`src/rtl/byte_stream_packer.sv`:
```
// Byte-lane stream packer: gathers LANES-byte beats into a SIZE_IN_BYTES-byte
// word (sequential or addressed placement), tracks which bytes were written,
// and hands finished words to a one-word valid/ready output buffer so the
// next word can be assembled while the current one drains.
module byte_stream_packer #(
    parameter int SIZE_IN_BYTES = 12,
    parameter int BYTE_NUM_SIZE = 16,
    parameter int LANES         = 1
) (
    input  logic                       CLK,
    input  logic                       ARESET,
    input  logic                       IN_VALID,
    output logic                       IN_READY,
    input  logic [LANES*8-1:0]         IN_DATA,
    input  logic                       IN_MODE,
    input  logic [BYTE_NUM_SIZE-1:0]   IN_BYTE_NUM,
    input  logic                       IN_LAST,
    output logic                       OUT_VALID,
    input  logic                       OUT_READY,
    output logic [SIZE_IN_BYTES*8-1:0] OUT_VALUE,
    output logic [SIZE_IN_BYTES-1:0]   OUT_BYTE_MASK,
    output logic                       ERR_RANGE
);

    localparam int PTR_W = $clog2(SIZE_IN_BYTES + 1);
    // One extra bit so base + LANES never wraps (LANES <= SIZE < 2**BYTE_NUM_SIZE).
    localparam int BW = BYTE_NUM_SIZE + 1;
    localparam logic [BW-1:0] SIZE_W  = BW'(SIZE_IN_BYTES);
    localparam logic [BW-1:0] LANES_W = BW'(LANES);

    typedef enum logic {FILL, HOLD} state_t;

    state_t                     state_reg, state_next;
    logic [SIZE_IN_BYTES*8-1:0] asm_reg, asm_next;
    logic [SIZE_IN_BYTES-1:0]   amask_reg, amask_next;
    logic [PTR_W-1:0]           ptr_reg, ptr_next;
    logic [SIZE_IN_BYTES*8-1:0] out_value_reg, out_value_next;
    logic [SIZE_IN_BYTES-1:0]   out_mask_reg, out_mask_next;
    logic                       out_valid_reg, out_valid_next;
    logic                       err_reg, err_next;

    logic [BW-1:0]              base;
    logic [BW-1:0]              end_idx;
    logic                       overflow;
    logic                       commit_beat;
    logic                       accept;
    logic                       can_xfer;
    logic [SIZE_IN_BYTES*8-1:0] merged_word;
    logic [SIZE_IN_BYTES-1:0]   merged_mask;

    assign IN_READY      = (state_reg == FILL) && !ARESET;
    assign OUT_VALID     = out_valid_reg;
    assign OUT_VALUE     = out_value_reg;
    assign OUT_BYTE_MASK = out_mask_reg;
    assign ERR_RANGE     = err_reg;

    assign accept   = IN_VALID && IN_READY;
    assign can_xfer = !out_valid_reg || OUT_READY;

    // Byte index of lane 0, the index just past the last lane, and whether any lane falls off the word.
    assign base        = IN_MODE ? {1'b0, IN_BYTE_NUM} : BW'(ptr_reg);
    assign end_idx     = base + LANES_W;
    assign overflow    = end_idx > SIZE_W;
    assign commit_beat = IN_LAST || (!IN_MODE && (end_idx == SIZE_W));

    // Per output byte: pick the lane that lands on it (if any), else keep the assembled byte.
    genvar gi;
    generate
        for (gi = 0; gi < SIZE_IN_BYTES; gi++) begin : g_byte
            logic [7:0] byte_val;
            logic       byte_hit;

            // Lane-to-byte steering for this byte position.
            always_comb begin
                byte_val = asm_reg[gi*8 +: 8];
                byte_hit = 1'b0;
                for (int k = 0; k < LANES; k++) begin
                    if (base + BW'(k) == BW'(gi)) begin
                        byte_val = IN_DATA[k*8 +: 8];
                        byte_hit = 1'b1;
                    end
                end
            end

            assign merged_word[gi*8 +: 8] = byte_val;
            assign merged_mask[gi]        = amask_reg[gi] | byte_hit;
        end
    endgenerate

    // Next-state: assembly, commit to the output buffer, and drain handling.
    always_comb begin
        state_next     = state_reg;
        asm_next       = asm_reg;
        amask_next     = amask_reg;
        ptr_next       = ptr_reg;
        out_value_next = out_value_reg;
        out_mask_next  = out_mask_reg;
        out_valid_next = out_valid_reg && !OUT_READY;
        err_next       = err_reg;

        case (state_reg)
            FILL: begin
                if (accept) begin
                    if (overflow) begin
                        err_next = 1'b1;
                    end
                    if (commit_beat) begin
                        if (can_xfer) begin
                            out_value_next = merged_word;
                            out_mask_next  = merged_mask;
                            out_valid_next = 1'b1;
                            asm_next       = '0;
                            amask_next     = '0;
                        end else begin
                            // Buffer still occupied: park the finished word in the assembly registers.
                            asm_next   = merged_word;
                            amask_next = merged_mask;
                            state_next = HOLD;
                        end
                        ptr_next = '0;
                    end else begin
                        asm_next   = merged_word;
                        amask_next = merged_mask;
                        ptr_next   = overflow ? PTR_W'(SIZE_W) : PTR_W'(end_idx);
                    end
                end
            end
            HOLD: begin
                if (can_xfer) begin
                    out_value_next = asm_reg;
                    out_mask_next  = amask_reg;
                    out_valid_next = 1'b1;
                    asm_next       = '0;
                    amask_next     = '0;
                    ptr_next       = '0;
                    state_next     = FILL;
                end
            end
            default: state_next = FILL;
        endcase
    end

    // State registers with synchronous reset that discards any partial or pending word.
    always_ff @(posedge CLK) begin
        if (ARESET) begin
            state_reg     <= FILL;
            asm_reg       <= '0;
            amask_reg     <= '0;
            ptr_reg       <= '0;
            out_value_reg <= '0;
            out_mask_reg  <= '0;
            out_valid_reg <= 1'b0;
            err_reg       <= 1'b0;
        end else begin
            state_reg     <= state_next;
            asm_reg       <= asm_next;
            amask_reg     <= amask_next;
            ptr_reg       <= ptr_next;
            out_value_reg <= out_value_next;
            out_mask_reg  <= out_mask_next;
            out_valid_reg <= out_valid_next;
            err_reg       <= err_next;
        end
    end

endmodule
```
`config.mk`:
```
export PLATFORM = sky130hd
export DESIGN_NAME = byte_stream_packer
export DESIGN_NICKNAME = d
export VERILOG_FILES = /design/src/rtl/byte_stream_packer.sv
export SDC_FILE = /design/constraint.sdc
export NUM_CORES = 1
export LEC_CHECK = 0
export BUFFER_PORTS_ARGS = -buffer_cell sky130_fd_sc_hd__buf_2
export CAP_MARGIN = 10
export CORE_MARGIN = 3
export CORE_UTILIZATION = 40
export DETAILED_ROUTE_END_ITERATION = 7
export SETUP_SLACK_MARGIN = 0.15
export SYNTH_ARGS = -nofsm -noshare
export SYNTH_HDL_FRONTEND = slang
export SYNTH_SLANG_ARGS = --single-unit
```
`constraint.sdc`:
```
create_clock -name CLK -period 3.7 [get_ports CLK]
set_clock_uncertainty 0.1 [all_clocks]
set_input_delay 0.555 -clock CLK [delete_from_list [all_inputs] [get_ports CLK]]
set_output_delay 0.555 -clock CLK [all_outputs]
set_load 0.01 [all_outputs]
```
==> impl_results.md, run 1 <==
* Status: finished, final reports clean
* Crit Path Category: reg -> reg
* Clk_lat worst skew at about 0.51 ns
* Synth Net Count at ~1100
* Total overflow reported by the global router at 0
* Pin count of the biggest net entering global routing at approximately 90
* Clock-pin slew on the worst setup and hold paths at approximately 0.060 ns
* Max-cap viol count at 0
* Register Area at ~4500 um^2
* DR vias/cell at between 5 and 6
* Signed area change from the synthesized netlist to the final layout at 16.6%
* PD cells at 467 nW/um^2
* Relative contribution of the clock network to total power at a little over two fifths
* Post-synthesis instance area at 10000 um^2
* Vias in the first global route at 7540
* Number of buffers inserted by port buffering at 140
* Number of standard-cell rows in the floorplan at 57
* Proportion of power drawn by flip-flops and latches at 46.1%
* Flop and latch count out of synthesis at between 200 and 250
* # resized after CTS at 0
* WL per Instance at roughly 19 um
* Worst reg2reg path endpoint: ptr_reg[3]
* Syn Area/Cell at around 9.9 um^2
* Total clock buffers created by CTS at 24
* Top delay family on crit path: compound AO/OA/AOI/OAI gates
* Vertical die dimension at ~160 um
* Portion of total power attributed to combinational logic at between 10% and 20%
* Final setup fails at 0
* Routability congestion estimate from global placement at ~0.83
* Clock H-tree levels at 1
* Full die area at around 27000 um^2
* Cell depth of the worst setup path at 10
* Prevailing post-synth register cell: dfxtp_1
* Worst path max stage delay at between 0.4 and 0.5 ns
* Synth cell types at 73
* Share of synthesized area occupied by flip-flops and latches at 44.6%
* Leak Pwr at approximately 0.0043 uW
* Hpwl dp at approximately 18000 um
* Buffer type at the clock tree root: clkbuf_16
* Net count reported at finish at 1144
* Crit path time final at approximately 2.8 ns
* Net switching fraction of the power at 25.1%
* Top post-synthesis cells by area: dfxtp_1 (45%), mux2i_1 (9.8%), a211oi_1 (6.3%), o32ai_1 (5.6%), nor2_1 (4.5%)
* Number of diodes added for antenna fixing at 0
* Normalized max-slew margin at around 40%
* Initial detailed-routing violation count at between 600 and 700
* R2r startpoint: ptr_reg[1]
* Highest attainable clock frequency at ~0.35 GHz
* Tcrit/Tclk final at roughly 77%
* Final Routed Wirelength at about 28000 um
* Area of the placeable core at about 24000 um^2
* Worst path buffer plus inverter count at 2
* Number of remaining DRC errors at 0
* Clock Sink Count at 223
* Area post-placement at between 10000 and 15000 um^2
* DP Worst Slack at 0.461 ns
* Fraction of registers with async set or reset after synthesis at 0%
* Maximum clock insertion buffer count at 3
* Multi-input combinational cell area at 4800 um^2
* CP max stage cell: a2111oi_4
* Internal cell power at a little over 4000 uW
* Class of the most critical hold timing path: in -> reg
* Starting Density at between 40% and 50%
* Global Route Usage Sum at between 10% and 20%
* Boundary Pins at roughly 140
* Number of enable-type register cells in the synthesized netlist at 0
* Sort of element at the end of the critical path: register
* Chip Width at between 150 and 200 um
* Total negative setup slack at 0 ns
* TritonCTS clock tree: done
* Launching element type of the critical path: register
* Layout fillers at around 2400
* Number of cells on the worst reg-to-reg path at 10
* Count of nets left with antenna violations after detail routing at 0
* Final-report max-slew violation count at 0
* Unrepaired setup endpoints after global routing: no
* Antenna violations before repair at 0
* VDD IR-drop max at ~0.35 mV
* Final instance area at around 12000 um^2
* Share of cells above drive strength 1 at between 20% and 30%
* Vias after detailed routing at 8042
* Post-synthesis instance total at 1015
* Hold violation total from the final report at 0
* Switching Power at between 1000 and 1500 uW
* Global-route wire length before repair at approximately 43000 um
* Setup fix buffers added after clock tree synthesis at 0
* Worst Slack Setup Final at between 0.8 and 0.9 ns
* Drt pass-1 iters at 7
* R2R setup slack at about 0.85 ns
* Quantity of hold-fixing buffers added after cts at 0
* Proportion of netlist area held by the largest area contributor at between 40% and 50%
* Critical Path AT at 3.10 ns
* Worst path cell trace: mux2i_1 -> inv_1 -> ha_1 -> buf_4 -> nand4b_1 -> and2_1 -> o21ai_0 -> o221ai_2 -> a2111oi_4 -> a221oi_1
* Ys Warns at 0
* Maximum net fanout on the critical path at 12
* Top cell type by total area after synthesis: dfxtp_1
* CP endpoint: ptr_reg[3]
* Data required time at the worst endpoint at roughly 4.0 ns
* Worst Setup SP: ptr_reg[1]
* Tightest Pin Transition at roughly 0.89 ns
-- cell usage in the layout, fill, tap and decap left out, types with 10 or more instances in the layout --
master / count
nor3_1: 13
nand3_1: 18
a32o_1: 24
a211oi_1: 84
nor2_1: 120
buf_2: 139
a21oi_1: 17
dfxtp_1: 223
nand2_1: 24
clkbuf_16: 25
a211oi_2: 12
nor4_1: 10
inv_1: 75
o32ai_1: 64
mux2i_1: 98
buf_4: 24
-- cells in the mapped netlist (13+ instances only) --
cell / n
a211oi_1: 84
mux2i_1: 98
a32o_1: 24
clkbuf_1: 47
nor3_1: 13
nand2_1: 24
nand3_1: 18
nor2_1: 120
inv_1: 75
o32ai_1: 64
buf_2: 23
a21oi_1: 18
dfxtp_1: 223
-- cell type report --
cell class | instances | share of cell area [%]
clock buffers | 38 | 6.29
clock inverters | 3 | 0.343
inverters | 75 | 2.41
multi-input cells | 618 | 41.1
flip-flops and latches | 223 | 38.2
well taps | 324 | 3.47
repair buffers | 167 | 8.11
-- how the worst min path moves through the flow --
stage | start | endpoint | slack (ns) | cells after the start
2_1_floorplan | amask_reg[7] | amask_reg[7] | 0.33 | 2
3_3_place_gp | ERR_RANGE | ERR_RANGE | 0.34 | 2
3_5_place_dp | amask_reg[7] | amask_reg[7] | 0.35 | 2
4_1_cts | IN_VALID | state_reg | 0.27 | 3
5_1_grt | IN_VALID | state_reg | 0.33 | 3
6_report | IN_VALID | state_reg | 0.29 | 3
-- tightest hold or removal path, stage by stage --
cell and delay (ns):
buf_2 0.11, a21oi_1 0.08, nor3_1 0.12
-- kinds of logic (layout without fill, tap and decap cells) --
family | Yosys count | after routing | synth area share, %
compound gates | 264 | 264 | 22.6
mux | 101 | 101 | 10.3
xor+xnor | 2 | 2 | 0.250
fa+ha+maj | 5 | 5 | 0.625
buf+inv | 174 | 283 | 8.06
flops | 223 | 223 | 44.6
simple gates | 246 | 246 | 13.6
-- stage by stage --
| step | cells | hold WS (ns) | power [uW] | utilization (%) |
|---|---|---|---|---|
| finish | 1448 | 0.294 | 5450 | 47.7 |
| global route | 1448 | 0.330 | 5670 | 47.7 |
| CTS | 1448 | 0.274 | 5510 | 47.7 |
| detailed placement | 1407 | 0.349 | 3150 | 44.6 |
| global placement | 1407 | 0.341 | 3150 | 44.6 |
| floorplan | 1015 | 0.332 | 2950 | - |
-- power by group through the flow --
stage,registers (uW),clock network (uW),logic [uW]
after global routing,2520,2500,639
after detailed placement,2570,0,583
after CTS,2520,2410,586
final,2510,2360,583
after floorplan,2590,0,357
after global placement,2570,0,579
-- per-layer routing --
| layer | global-route usage, % | wire length [um] | vias to the layer above | share of wire, % |
|---|---|---|---|---|
| li1 | - | - | 3979 | - |
| met1 | 27.8 | 12900 | 3822 | 47 |
| met2 | 33.0 | 12800 | 213 | 46 |
| met3 | 3.05 | 1560 | 28 | 5.7 |
| met4 | 3.50 | 357 | 0 | 1.3 |
| met5 | 0 | 0 | - | 0 |
No activity file was read; power rests on OpenSTA's default activity.
==> run 2: changes to the inputs <==
==> constraint.sdc (replaced) <==
create_clock -name CLK -period 2.6 [get_ports CLK]
set_clock_uncertainty 0.1 [all_clocks]
set_input_delay 0.39 -clock CLK [delete_from_list [all_inputs] [get_ports CLK]]
set_output_delay 0.39 -clock CLK [all_outputs]
set_load 0.01 [all_outputs]
==> impl_results.md, run 2 (same netlist as run 1, synthesis figures left out) <==
* Clock Sink Count at 223 (unchanged)
* Share of cells above drive strength 1 at 36.5% (+13 points)
* Tcrit/Tclk final at 91.7% (+15 points)
* Vertical die dimension at 164 um (unchanged)
* Worst hold path startpoint: IN_VALID
* Signed area change from the synthesized netlist to the final layout at 28.0%
* Critical Path AT at 2.73 ns (-0.37 ns)
* Net count reported at finish at 1220 (+6.6%)
* Crit Path Category: reg -> reg
* Hpwl dp at 19400 um (+5.9%)
* DP Worst Slack at -0.0991 ns (-0.560 ns)
* Total overflow reported by the global router at 0 (unchanged)
* Chip Width at 164 um (unchanged)
* Launching element type of the critical path: register
* Initial detailed-routing violation count at 551 (-15%)
* Worst hold path stage count at 3 (unchanged)
* Worst reg2reg path endpoint: ptr_reg[1]
* Hold violation total from the final report at 0 (unchanged)
* Clk_lat worst skew at 0.52 ns (about the same)
* Drt pass-1 iters at 4 (-3)
* Vias in the first global route at 8210 (+8.9%)
* Number of diodes added for antenna fixing at 0 (unchanged)
* Crit path time final at 2.38 ns (-0.463 ns)
* Worst hold slack across all endpoints at 0.106 ns (-0.188 ns)
* Area post-placement at 12000 um^2 (+10%)
* Most common library cell in the layout ignoring fill and taps: dfxtp_1
* DR vias/cell at 5.53 (-0.51%)
* Buffer type at the clock tree root: clkbuf_16
* R2r startpoint: ptr_reg[0]
* Number of remaining DRC errors at 0 (unchanged)
* Boundary Pins at 141 (unchanged)
* Total met3 wirelength after detailed routing at 1420 um (-9.5%)
* Clock H-tree levels at 1 (unchanged)
* Final-report max-slew violation count at 0 (unchanged)
* Tightest Pin Transition at 0.753 ns (-0.138 ns)
* Starting Density at 40.9% (unchanged)
* Global Route Usage Sum at 21.0% (+1.1 points)
* Final Routed Wirelength at 29000 um (+4.9%)
* Multi-input combinational cell area at 5300 um^2 (+11%)
* Maximum net fanout on the critical path at 5 (-7)
* Register Area at 4470 um^2 (+0.17%)
* Antenna violations before repair at 0 (unchanged)
* Status: finished, final reports clean
* Leak Pwr at 0.00477 uW (+11%)
* Normalized max-slew margin at 49.8% (+9.4 points)
* Count of nets left with antenna violations after detail routing at 0 (unchanged)
* Highest attainable clock frequency at 0.420 GHz (+19%)
* Unrepaired setup endpoints after global routing: yes
* Worst Slack Setup Final at 0.217 ns (-0.637 ns)
* Number of standard-cell rows in the floorplan at 57 (unchanged)
* Data required time at the worst endpoint at 2.95 ns (-1.00 ns)
* VDD IR-drop max at 0.437 mV (+25%)
* WL per Instance at 19.0 um (-0.45%)
* TritonCTS clock tree: done
* Global-route wire length before repair at 45600 um (+5.7%)
* Most frequent cells in the layout: dfxtp_1 (219), buf_2 (139), nor2_1 (108)
* Number of buffers inserted by port buffering at 140 (unchanged)
* Total clock buffers created by CTS at 25 (+4.2%)
* R2R setup slack at 0.22 ns (-0.64 ns)
* Class of the most critical hold timing path: in -> reg
* Pin count of the biggest net entering global routing at 59 (-33%)
* Vias after detailed routing at 8432 (+4.8%)
* Highest metal layer with signal wires: met4
* Number of cells on the worst reg-to-reg path at 8 (-2)
* Total negative setup slack at 0 ns (unchanged)
* Full die area at 27000 um^2 (unchanged)
* Sort of element at the end of the critical path: register
* Routability congestion estimate from global placement at 0.826 (about the same)
* Routed length on met2 at 13600 um (+6.5%)
* Clock-pin slew on the worst setup and hold paths at 0.06 ns (about the same)
* Max-cap viol count at 0 (unchanged)
* Final setup fails at 0 (unchanged)
* Area of the placeable core at 24500 um^2 (unchanged)
* PD cells at 611 nW/um^2 (+31%)
* Final instance area at 12800 um^2 (+9.8%)
* Hold path endpoint: state_reg
* Maximum clock insertion buffer count at 3 (unchanged)
* Layout fillers at 2248 (-5.3%)
* Met1 WL at 13500 um (+4.6%)
[run 2: cell count changes in the layout (fill, tap and decap cells not counted), sizes merged]
cell and change:
bufinv -1, buf +74, inv +1, clkinv +3
dlygate4sd3 +1
[run 2: how the worst max path moves through the flow]
stage	from	endpoint	slack, ns	cells past startpoint
finish	ptr_reg[0]	ptr_reg[1]	0.22	8
floorplan	IN_MODE	ptr_reg[0]	-0.07	13
global placement	IN_MODE	ptr_reg[3]	-0.10	9
detailed placement	IN_MODE	ptr_reg[1]	-0.1	9
global route	ptr_reg[1]	OUT_VALUE[68]	0.11	10
CTS	ptr_reg[0]	ptr_reg[1]	0.18	8
[run 2: area by class of cell]
cell class,instances,share of cell area (%)
Timing Repair Buffer,242,12.6
Tap cell,324,3.16
Clock buffer,38,5.50
Multi-Input combinational cell,618,41.4
Sequential cell,223,34.9
Clock inverter,6,0.264
Inverter,75,2.22
[run 2: per-layer routing]
| metal | GRT usage [%] | vias to the layer above |
|---|---|---|
| li1 | - | 4101 |
| met1 | 29.4 | 4082 |
| met2 | 34.3 | 216 |
| met3 | 2.77 | 33 |
| met4 | 5.15 | 0 |
| met5 | 0 | - |
[run 2: what timing repair did]
action,4_1_cts,5_1_grt
hold endpoints to repair,1,0
pin swaps,1,6
setup endpoints to repair,4,132
resized for setup,2,9
setup buffers,0,5
hold buffers,1,0
[run 2: power by group]
group          leakage (uW)  internal (uW)  total (uW)  switching, uW
Clock              0.000366           1860        3240           1380
Sequential          0.00181           3520        3580           60.9
Combinational       0.00259            390        1020            626
Total               0.00477           5770        7830           2070
[run 2: worst max-delay path, stage by stage, from the launching register on]
cell       delay (ns)
dfxtp_2          0.34
mux2_4           0.30
ha_4             0.20
nand4b_1         0.17
and2_4           0.21
a211o_1          0.14
o221ai_2         0.11
a2111oi_4        0.49
a41o_1           0.25
[run 2: stage by stage]
stage                     total power [uW]  std cells  utilization [%]
after floorplan                       4320       1015                -
after global placement                4650       1476             49.1
after detailed placement              4660       1476             49.1
after CTS                             7910       1521             52.2
after global routing                  8140       1526             52.4
final                                 7830       1526             52.4
